**config.mk**
```make
export PLATFORM = sky130hd
export DESIGN_NAME = hazard_scoreboard_unit
export DESIGN_NICKNAME = d
export VERILOG_FILES = /design/src/rtl/hazard_scoreboard_unit.sv
export SDC_FILE = /design/constraint.sdc
export NUM_CORES = 1
export LEC_CHECK = 0
export ABC_AREA = 0
export CAP_MARGIN = 15
export CORE_ASPECT_RATIO = 1.75
export CORE_MARGIN = 2
export CORE_UTILIZATION = 35
export CTS_BUF_LIST = sky130_fd_sc_hd__clkbuf_2
export CTS_CLUSTER_SIZE = 25
export DETAILED_ROUTE_END_ITERATION = 8
export PLACE_DENSITY = 0.6
export SYNTH_ARGS = -nofsm -noshare
export SYNTH_HDL_FRONTEND = slang
export SYNTH_SLANG_ARGS = --single-unit
```
**constraint.sdc**
```tcl
create_clock -name clk -period 2.5 [get_ports clk]
set_input_delay 0.375 -clock clk [delete_from_list [all_inputs] [get_ports clk]]
set_output_delay 0.375 -clock clk [all_outputs]
set_load 0.005 [all_outputs]
```
**src/rtl/hazard_scoreboard_unit.sv**
```systemverilog
// ID-stage hazard unit: load-use / branch RAW detection plus a mul/div scoreboard.
// Optional macro HAZARD_STATS_EN builds the saturating stall_count register.
module hazard_scoreboard_unit #(
  parameter int NUM_REGS     = 32,
  parameter int REG_AW       = 5,
  parameter int MD_LATENCY   = 4,
  parameter int BRANCH_IN_ID = 1,
  parameter int CNT_W        = 32
) (
  input  logic              clk,
  input  logic              rst,
  input  logic              ID_valid,
  input  logic [6:0]        ID_opcode,
  input  logic [REG_AW-1:0] ID_rs1,
  input  logic [REG_AW-1:0] ID_rs2,
  input  logic              ID_rs1_used,
  input  logic              ID_rs2_used,
  input  logic [REG_AW-1:0] ID_rd,
  input  logic              ID_regWrite,
  input  logic              ID_isMulDiv,
  input  logic              EX_memRead,
  input  logic              EX_regWrite,
  input  logic [REG_AW-1:0] EX_rd,
  input  logic              MEM_regWrite,
  input  logic [REG_AW-1:0] MEM_rd,
  input  logic              flush,
  output logic              PCWrite,
  output logic              IF_ID_Write,
  output logic              EX_control,
  output logic              md_busy,
  output logic [CNT_W-1:0]  stall_count
);

  localparam logic [3:0]        MD_LAT_C  = 4'(MD_LATENCY);
  localparam logic [6:0]        OP_BRANCH = 7'b1100011;
  localparam logic [6:0]        OP_JALR   = 7'b1100111;
  localparam logic [6:0]        OP_JAL    = 7'b1101111;
  localparam logic [REG_AW-1:0] REG_X0    = {REG_AW{1'b0}};

  logic [NUM_REGS-1:0] pending_r;
  logic [3:0]          md_cnt_r;
  logic [REG_AW-1:0]   md_tag_r;

  logic is_branch_s;
  logic gate_s;
  logic md_busy_s;
  logic branch_stall_s;
  logic load_use_s;
  logic raw_s;
  logic waw_s;
  logic struct_s;
  logic stall_s;
  logic issue_s;

  function automatic logic src_hit(input logic [REG_AW-1:0] r,
                                   input logic [REG_AW-1:0] rs1,
                                   input logic [REG_AW-1:0] rs2,
                                   input logic              rs1_used,
                                   input logic              rs2_used);
    return (r != REG_X0) && (((r == rs1) && rs1_used) || ((r == rs2) && rs2_used));
  endfunction

  // Out-of-range register indices (NUM_REGS < 2**REG_AW) read as not pending.
  function automatic logic pend_at(input logic [NUM_REGS-1:0] vec,
                                   input logic [REG_AW-1:0]   idx);
    logic res;
    res = 1'b0;
    if (int'(idx) < NUM_REGS) begin
      res = vec[idx];
    end else begin
      res = 1'b0;
    end
    return res;
  endfunction

  // Decode the control-transfer opcodes that resolve in ID.
  always_comb begin
    is_branch_s = 1'b0;
    case (ID_opcode)
      OP_BRANCH, OP_JALR, OP_JAL: is_branch_s = 1'b1;
      default:                    is_branch_s = 1'b0;
    endcase
  end

  // Combine all stall causes; flush and reset suppress both stall and issue.
  always_comb begin
    md_busy_s      = (md_cnt_r != 4'd0);
    gate_s         = ID_valid & ~flush & ~rst;
    branch_stall_s = (BRANCH_IN_ID != 0) && is_branch_s &&
                     ((EX_regWrite  && src_hit(EX_rd,  ID_rs1, ID_rs2, ID_rs1_used, ID_rs2_used)) ||
                      (MEM_regWrite && src_hit(MEM_rd, ID_rs1, ID_rs2, ID_rs1_used, ID_rs2_used)));
    load_use_s     = EX_memRead && src_hit(EX_rd, ID_rs1, ID_rs2, ID_rs1_used, ID_rs2_used);
    raw_s          = (ID_rs1_used && pend_at(pending_r, ID_rs1)) ||
                     (ID_rs2_used && pend_at(pending_r, ID_rs2));
    waw_s          = ID_regWrite && (ID_rd != REG_X0) && pend_at(pending_r, ID_rd);
    struct_s       = ID_isMulDiv && md_busy_s;
    stall_s        = gate_s & (branch_stall_s | load_use_s | raw_s | waw_s | struct_s);
    issue_s        = gate_s & ID_isMulDiv & ~stall_s;
    PCWrite        = ~stall_s;
    IF_ID_Write    = ~stall_s;
    EX_control     = ~stall_s;
    md_busy        = md_busy_s & ~rst;
  end

  // Mul/div countdown and scoreboard; busy blocks issue so set/clear never collide.
  always_ff @(posedge clk) begin
    if (rst) begin
      pending_r <= {NUM_REGS{1'b0}};
      md_cnt_r  <= 4'd0;
      md_tag_r  <= REG_X0;
    end else if (md_cnt_r != 4'd0) begin
      md_cnt_r <= md_cnt_r - 4'd1;
      if (md_cnt_r == 4'd1) begin
        pending_r[md_tag_r] <= 1'b0;
      end
    end else if (issue_s) begin
      md_cnt_r <= MD_LAT_C;
      md_tag_r <= ID_rd;
      if (ID_regWrite && (ID_rd != REG_X0) && (int'(ID_rd) < NUM_REGS)) begin
        pending_r[ID_rd] <= 1'b1;
      end
    end
  end

`ifdef HAZARD_STATS_EN
  logic [CNT_W-1:0] stall_count_r;

  // Saturating count of stalled cycles.
  always_ff @(posedge clk) begin
    if (rst) begin
      stall_count_r <= {CNT_W{1'b0}};
    end else if (stall_s && (stall_count_r != {CNT_W{1'b1}})) begin
      stall_count_r <= stall_count_r + {{(CNT_W-1){1'b0}}, 1'b1};
    end
  end

  assign stall_count = stall_count_r;
`else
  assign stall_count = {CNT_W{1'b0}};
`endif

endmodule
```
# == After elaboration in Yosys (flattened, before gate mapping) ==
# Index checks and enable logic that the tools add are counted.
# totals
register_bits,41
in_bits,43
output_inout_bits,36
wordCells,83
# classes
add_sub_neg,1
magnitude_cmp,6
n_eq_ne,9
muxes,17
n_bitwise,17
reduce_logical,30
# op_table
operator,count
two-way mux 32 bit,4
bitwise AND 32 bit,1
NOT 32 bit,1
bitwise OR 32 bit,1
"< comparator 5 x 6 -> 1 bit, second input constant",4
"== test 7 bit, second input constant",3
== test 5 bit,4
logical AND 1 bit,17
binary-select mux 1 bit (select 5 bit),3
nonzero test 5 bit,3
demux 1 bit (select 5 bit),2
">= comparator 5 x 1 -> 1 bit, second input constant",2
two-way mux 4 bit,2
bitwise AND 1 bit,6
two-way mux 1 bit,6
"== test 4 x 1 -> 1 bit, second input constant",1
logical OR 1 bit,4
NOT 1 bit,4
bitwise OR 1 bit,4
nonzero test 2 bit,2
nonzero test 4 bit,1
"subtractor 4 x 1 -> 4 bit, second input constant",1
AND reduction 3 bit,1
OR reduction 3 bit,1
2 further kinds,2

# == Depth between registers and ports, before layout ==
# Gate-level depths: netlist of the first run.
# depth
depth_word,16
mapped_depth,11
mapped_depth_nobuf,7

# == Least setup slack after synthesis of the first run ==
# Ideal clock, no wire load.
# synth_path
path_kind,in2out
startpoint,input port ID_rs1[0]
endpoint,output port IF_ID_Write
t_arrival_ps,2143
t_required_ps,2125
setup_slack_ps,-18
path_stages,10
n_path_buf,3
cell_sequence,buf_6 > mux4_2 > mux2_2 > a22oi_1 > a221o_2 > o2111a_2 > buf_6 > nand2_2 > nand2_1 > buf_4
# synth_between
elab_chain_len,13
elab_cells_between_ends,23
classes_between,eq/ne: 2; mux: 2; bitwise: 6; reduce/logical: 13
# synth_lines
element,line_no,source
"start, declared",14,"input logic [REG_AW-1:0] ID_rs1,"
branches (longest 8 deep; another with binary-select mux 1 bit (select 5 bit)),--,
bitwise OR 1 bit * (3 in series),97,stall_s = gate_s & (branch_stall_s | load_use_s | raw_s | waw_s | struct_s);
bitwise AND 1 bit *,97,
NOT 1 bit *,--,
"end, declared",28,"output logic IF_ID_Write,"
# Mark *: on every way between the ends. The select of a mux whose other input is x is not followed.

# == Worst setup path in the final report of the first run ==
# layout_path
startpoint,input port ID_rd[3]
endpoint,output port PCWrite
# layout_between
elab_chain_len,7
elab_cells_between_ends,9
classes_between,mux: 2; bitwise: 4; reduce/logical: 3
# layout_lines
element,line_no,source
"start, declared",18,"input logic [REG_AW-1:0] ID_rd,"
binary-select mux 1 bit (select 5 bit) / nonzero test 5 bit (equally long branches),"69, 95",
two-way mux 1 bit (not written as such) / logical AND 1 bit (equally long branches),"69, 95",
logical AND 1 bit *,95,"waw_s = ID_regWrite && (ID_rd != REG_X0) && pend_at(pending_r, ID_rd);"
bitwise OR 1 bit * (2 in series),97,
bitwise AND 1 bit *,97,
NOT 1 bit *,99,PCWrite = ~stall_s;
"end, declared",27,"output logic PCWrite,"
# Mark *: on every way between the ends. The rest lies on a longest branch, timed or not. The select of a mux whose other input is x is not followed.

==> impl_metrics.toml, run 1 <==
[setup_path]
cp_max_fo = 10
critPathLaunchType = "input port"
worstPathRequired_ps = 2120
cp.arrival_ps = 2390
path_class = "in -> out"
cp-end-kind = "output pin"

[yosys]
syn_inst = 435
ys_ff_latch = 41
synth-async-reset-ratio_pct = 0
yosysSeqAreaShare_pct = 23.5
synth_edf_count = 0
synth_area_per_cell_sq_um = 8.04
yosysMostFrequentCell = "dfxtp_1"
ys.flop_type = "dfxtp_1"
synthesis.area_sq_um = 3500
yosysTopAreaCell = "dfxtp_1"
synth_warnings = 0
synth_cell_types = 53
synth.top_cell.area_share_pct = 23.5
synthTopCellsByCount = "41 x dfxtp_1, 39 x o21ai_0, 36 x buf_4, 32 x nor3_1, 26 x nor2_1"
synth_area_leaders = "dfxtp_1 23%, mux4_2 9.7%, buf_4 7.7%"

[die]
die_h_um = 136
core_area_sq_um = 9790
num_io_pins = 79
die_area_sq_um = 10800
fp.dieW_um = 79.6
initial_utilization_pct = 35.7
num_rows = 48

[pwr]
switching_share_pct = 29.1
combPwrFrac_pct = 27.5
vdd_ir_drop_max_mv = 0.249
powerDensity_nw_per_um2 = 343
leakagePower_uw = 0.00178
p_switching_uw = 471
pwr-share-seq_pct = 41.1
design_power_total_uw = 1620
power_frac_clock_pct = 31.3
p_int_uw = 1150

[timing]
slew_viol_final = 0
fin_skew_ps = 20.4
grt_setup_unrepaired = "true"
whs_ps = 523
finalHoldViolCount = 0
setup_viol = 20
fmax_mhz = 362
period_share_pct = 110
finalWorstSetupSlack_ps = -260
fin_crit_ps = 2760

[global_routing]
grt_pass1_vias = 3792
grt.total_usage_pct = 24.3
grt_pass1_wl_um = 19600
grt_remaining_overflow = 0
antenna_found_initial = 1
grt_max_degree = 29

[clock_tree]
cts_tree = "built"
clkSinkCount = 41
clockBufferDepth = 2
clk_latency_ps = 450
clk_pin_slew_ps = 210
cts_hold_repair.buffers = 0
clockRootBuffer = "clkbuf_2"
htree_levels = 2
cts_buffers = 5

[cells_and_area]
fillCellCount = 969
fin_nets = 585
drive_above_1_share_pct = 26.3
syn_to_final_growth_pct = 34.8

[status]
status = "finished with violations"
violations = "setup timing"

[drt]
drtAntennaViolNets = 0
wire_per_inst_um = 19.6
drtIter0Drc = 259
wirelength_um = 13100
drc = 0
dr_total_vias = 3788
vias_per_cell = 5.66
first_pass_iters = 5

[placed_design]
dp_hpwl_um = 10200
gp_congestion = 0.950
io_buffer_count = 46

[min_path]
hold_class = "reg -> reg"

[job]
max_cap_viol_count = 0
-- critical path, cell delays in order --
cell and delay (ps):
clkdlybuf4s50_1 450, buf_4 190, nand2b_1 200, o32ai_1 280
mux2i_1 100, and4_1 240, o2111a_2 290, nand2_2 70
nand2_2 60, buf_2 140
-- registers in the layout, summed over array words and instances, names as in the netlist --
register	count
md_tag_r	5
md_cnt_r	4
pending_r	32
-- cell families after synthesis --
| logic type | Yosys count | share of synthesized area, % |
|---|---|---|
| and+or+nand+nor | 170 | 26.4 |
| AOI/OAI and AO/OA | 96 | 17.0 |
| buffers and inverters | 71 | 12.2 |
| DFF | 41 | 23.5 |
| muxes | 36 | 15.9 |
| xor gates and xnor gates | 20 | 5.01 |
| other | 1 | 0.107 |
-- cells in the final DEF, fill, tap and decap left out, types with 4 or more instances in the layout --
cell | Yosys | routed
buf_4 | 36 | 80
o21ai_0 | 39 | 39
clkdlybuf4s50_1 | 0 | 39
dfxtp_1 | 41 | 37
nor3_1 | 32 | 32
conb_1 | 1 | 32
nor2_1 | 26 | 26
nand2_1 | 22 | 21
a21oi_1 | 21 | 20
xnor2_1 | 18 | 18
nand3_1 | 17 | 17
mux4_2 | 15 | 15
nor2b_1 | 16 | 15
mux2i_1 | 15 | 15
nand2b_1 | 12 | 12
nand4_1 | 12 | 12
a31oi_1 | 10 | 10
nand3b_1 | 9 | 9
buf_12 | 0 | 6
mux2_2 | 6 | 5
clkbuf_2 | 0 | 5
nor3b_1 | 4 | 4
or2_2 | 4 | 4
inv_1 | 4 | 4
dlygate4sd2_1 | 0 | 4
dfxtp_2 | 0 | 4
-- final timing paths --
path                 start             to  slack, ps  cells after the start
max               ID_rd[3]        PCWrite       -260                     10
min          pending_r[31]  pending_r[31]        520                      2
max reg2reg  pending_r[29]  pending_r[20]        -80                      9
min reg2reg  pending_r[31]  pending_r[31]        520                      2
-- repair_timing --
action,in CTS,in global routing
endpoints found under the setup margin,36,23
cloned,1,0
gates resized for setup,26,2
pin swaps,5,0
setup buffers,2,0
-- power groups by stage --
stage / clock network [uW] / logic, uW / registers [uW]
global route: 536 / 471 / 667
floorplan: 0 / 239 / 674
global placement: 0 / 423 / 678
CTS: 512 / 437 / 666
detailed placement: 0 / 428 / 678
finish: 507 / 446 / 666
-- per-layer routing --
layer,wire (um),vias to the layer above,GRT usage [%],part of all wire [%]
li1,-,1749,-,-
met1,4380,1761,23.4,33
met2,7030,222,45.6,54
met3,828,56,3.32,6.3
met4,859,0,17.9,6.6
met5,0,-,0,0
-- per-stage QoR --
| stage | setup WS [ps] | cell area, sq um | TNS [ps] | std cells | util [%] |
|---|---|---|---|---|---|
| floorplan | 8.78 | 3620 | 0 | 466 | - |
| global placement | -858 | 4560 | -20760 | 658 | 46.6 |
| detailed placement | -924 | 4560 | -23730 | 658 | 46.6 |
| CTS | -263 | 4700 | -1370 | 668 | 48.1 |
| global route | -336 | 4720 | -3960 | 669 | 48.2 |
| finish | -260 | 4720 | -1680 | 669 | 48.2 |
-- final cells by class --
type	instances	area (sq um)	area share, %
multi-input combinational	354	2400	50.9
timing repair buffer	136	1230	26.0
sequential	41	826	17.5
tap	125	156	3.32
clock inverter	3	65.1	1.38
clock buffer	5	25.0	0.531
inverter	4	15.0	0.318
antenna	1	2.50	0.0531
(Power assumes the default switching activity.)
==> run 2: changes to the inputs <==
--- a/config.mk
+++ b/config.mk
@@ -5,15 +5,15 @@
 export SDC_FILE = /design/constraint.sdc
 export NUM_CORES = 1
 export LEC_CHECK = 0
-export ABC_AREA = 0
+export ABC_AREA = 1
 export CAP_MARGIN = 15
 export CORE_ASPECT_RATIO = 1.75
 export CORE_MARGIN = 2
-export CORE_UTILIZATION = 35
+export CORE_UTILIZATION = 43
 export CTS_BUF_LIST = sky130_fd_sc_hd__clkbuf_2
 export CTS_CLUSTER_SIZE = 25
 export DETAILED_ROUTE_END_ITERATION = 8
-export PLACE_DENSITY = 0.6
+export PLACE_DENSITY = 0.7
 export SYNTH_ARGS = -nofsm -noshare
 export SYNTH_HDL_FRONTEND = slang
 export SYNTH_SLANG_ARGS = --single-unit
==> impl_metrics.toml, run 2 <==
[yosys]
syn_inst = 745
yosysSeqAreaShare_pct = 20.2
yosysTopAreaCell = "nand2_1"
synth_edf_count = 0
synthTopCellsByCount = "256 x nand2_1, 99 x nand3_1, 92 x o21ai_0, 61 x inv_1, 48 x nor2_1"
synth_area_leaders = "nand2_1 24%, dfxtp_1 20%, nand3_1 12%"
synthesis.area_sq_um = 4060
ys.flop_type = "dfxtp_1"
yosysMostFrequentCell = "nand2_1"
synth_cell_types = 28
synth.top_cell.area_share_pct = 23.7
synth_area_per_cell_sq_um = 5.45
synth-async-reset-ratio_pct = 0
synth_warnings = 0
ys_ff_latch = 41

[placed_design]
post_dp_cell_area_sq_um = 4890
gp_congestion = 1.05
dp_cells = 934
dp_hpwl_um = 11000
io_buffer_count = 46

[die]
initial_utilization_pct = 44.4
die_h_um = 133
core_area_sq_um = 9150
fp.dieW_um = 77.5
num_rows = 46
num_io_pins = 79
die_area_sq_um = 10300

[clock_tree]
clk_pin_slew_ps = 190
clk_latency_ps = 460
clkSinkCount = 41
htree_levels = 2
clockBufferDepth = 2
cts_buffers = 5
cts_hold_repair.buffers = 0
clockRootBuffer = "clkbuf_2"
cts_tree = "built"

[cells_and_area]
final_area_sq_um = 5190
seqCellArea_sq_um = 876
fin_cells = 954
multi_input_area_sq_um = 2740
regMostFlops = "pending_r"
largest_reg_flops = 32
fillCellCount = 938
syn_to_final_growth_pct = 27.8
layout_common_cells = "253 x nand2_1, 98 x nand3_1, 87 x o21ai_0"
final_util_pct = 56.7
reg_top3 = "pending_r (32), md_tag_r (5), md_cnt_r (4)"
drive_above_1_share_pct = 17.8
fin_nets = 875
mostFrequentLayoutCell = "nand2_1"

[global_routing]
grt_pass1_wl_um = 23000
grt_pass1_vias = 4893
grt_max_degree = 46
antenna_found_initial = 1
grt.total_usage_pct = 28.1
grt_remaining_overflow = 0

[timing]
fmax_mhz = 416
finalHoldViolCount = 0
period_share_pct = 96.2
slew_viol_final = 0
fin_skew_ps = 42.7
setup_viol = 0
fin_crit_ps = 2400
setup_tns_ps = 0

[setup_path]
cp.arrival_ps = 2030
path_class = "reg -> out"
cp_max_fo = 5
critPathLaunchType = "flop"
cp-end-kind = "output pin"
reg2regPathDepth = 19
r2r_setup_slack_ps = 280
r2r-end = "pending_r[21]"
worstPathRequired_ps = 2120
r2r-start = "pending_r[26]"

[drt]
wire_per_inst_um = 15.5
vias_per_cell = 5.41
drtIter0Drc = 353
drc = 0
first_pass_iters = 8
drtAntennaViolNets = 0
wirelength_um = 14800
dr_total_vias = 5164

[status]
status = "finished clean"

[job]
max_cap_viol_count = 0

[pwr]
leakagePower_uw = 0.00231
vdd_ir_drop_max_mv = 0.855
powerDensity_nw_per_um2 = 557
design_power_total_uw = 2890

[min_path]
hold_class = "reg -> reg"
whs_path_depth = 2
worstHoldStart = "md_cnt_r[3]"
min_to = "md_cnt_r[3]"
run 2: changes by cell type after synthesis, sizes merged, moves of 16 or more:
cell,change
nand2,+237
nand3,+83
inv,+64
o21ai,+58
nor2,+25
nor3,-22
a21oi,+20
xnor2,-18
nor2b,-16
run 2: repair_timing:
| item | CTS | global route |
|---|---|---|
| setup buffers | 7 | 4 |
| cloned | 1 | 0 |
| setup endpoints to repair | 3 | 3 |
| pin swaps | 7 | 8 |
| gates resized for setup | 87 | 16 |
run 2: cell families after synthesis:
group / count (synthesis) / synth area share, %
AOI/OAI and AO/OA: 143 / 18.0
and+or+nand+nor: 424 / 43.9
DFF: 41 / 20.2
other: 1 / 0.0924
muxes: 1 / 0.247
xor gates and xnor gates: 2 / 0.432
buffers and inverters: 133 / 17.2
run 2: final cells by class:
class                           instances  area share (%)
Clock buffer                            6           0.579
Sequential cell                        41            16.9
Multi-Input combinational cell        602            52.8
Clock inverter                          2           0.651
Timing Repair Buffer                  114            21.2
Inverter                               68            5.02
Antenna cell                            1          0.0482
Tap cell                              120            2.89
run 2: where the power goes:
part / switching, uW / leakage, uW / total, uW / internal [uW]
Combinational: 1100 / 0.00192 / 1750 / 652
Clock: 227 / 0.0000406 / 397 / 170
Sequential: 46.6 / 0.000348 / 740 / 693
Total: 1370 / 0.00231 / 2890 / 1510
run 2: how the worst max path moves through the flow:
stage | start | end | slack (ps) | cells after the start
6_report | pending_r[4] | IF_ID_Write | 100 | 10
3_5_place_dp | ID_rd[0] | IF_ID_Write | -480 | 16
4_1_cts | pending_r[14] | IF_ID_Write | 3 | 12
2_1_floorplan | ID_rd[0] | pending_r[13] | 580 | 19
5_1_grt | pending_r[26] | IF_ID_Write | -20 | 13
3_3_place_gp | ID_rd[0] | PCWrite | -420 | 16
run 2: stage by stage:
stage / worst slack [ps] / hold slack, ps
floorplan: 578 / 425
global placement: -424 / 429
detailed placement: -477 / 452
CTS: 2.55 / 440
global route: -19.2 / 479
finish: 95.6 / 467
run 2: critical path, stage by stage (launching register included):
cell	delay, ps
dfxtp_4	410
buf_4	110
nand2_1	50
nand3_1	90
nand3_1	170
nand2_1	120
nand2_1	50
nand3_1	90
nand3_2	120
a31o_4	260
clkbuf_2	120
run 2: metal layers:
layer / vias to the layer above / global-route usage (%) / wire length [um]
li1: 2520 / - / -
met1: 2324 / 27.5 / 5200
met2: 238 / 52.2 / 7520
met3: 82 / 3.07 / 873
met4: 0 / 21.7 / 1180
met5: - / 0 / 0
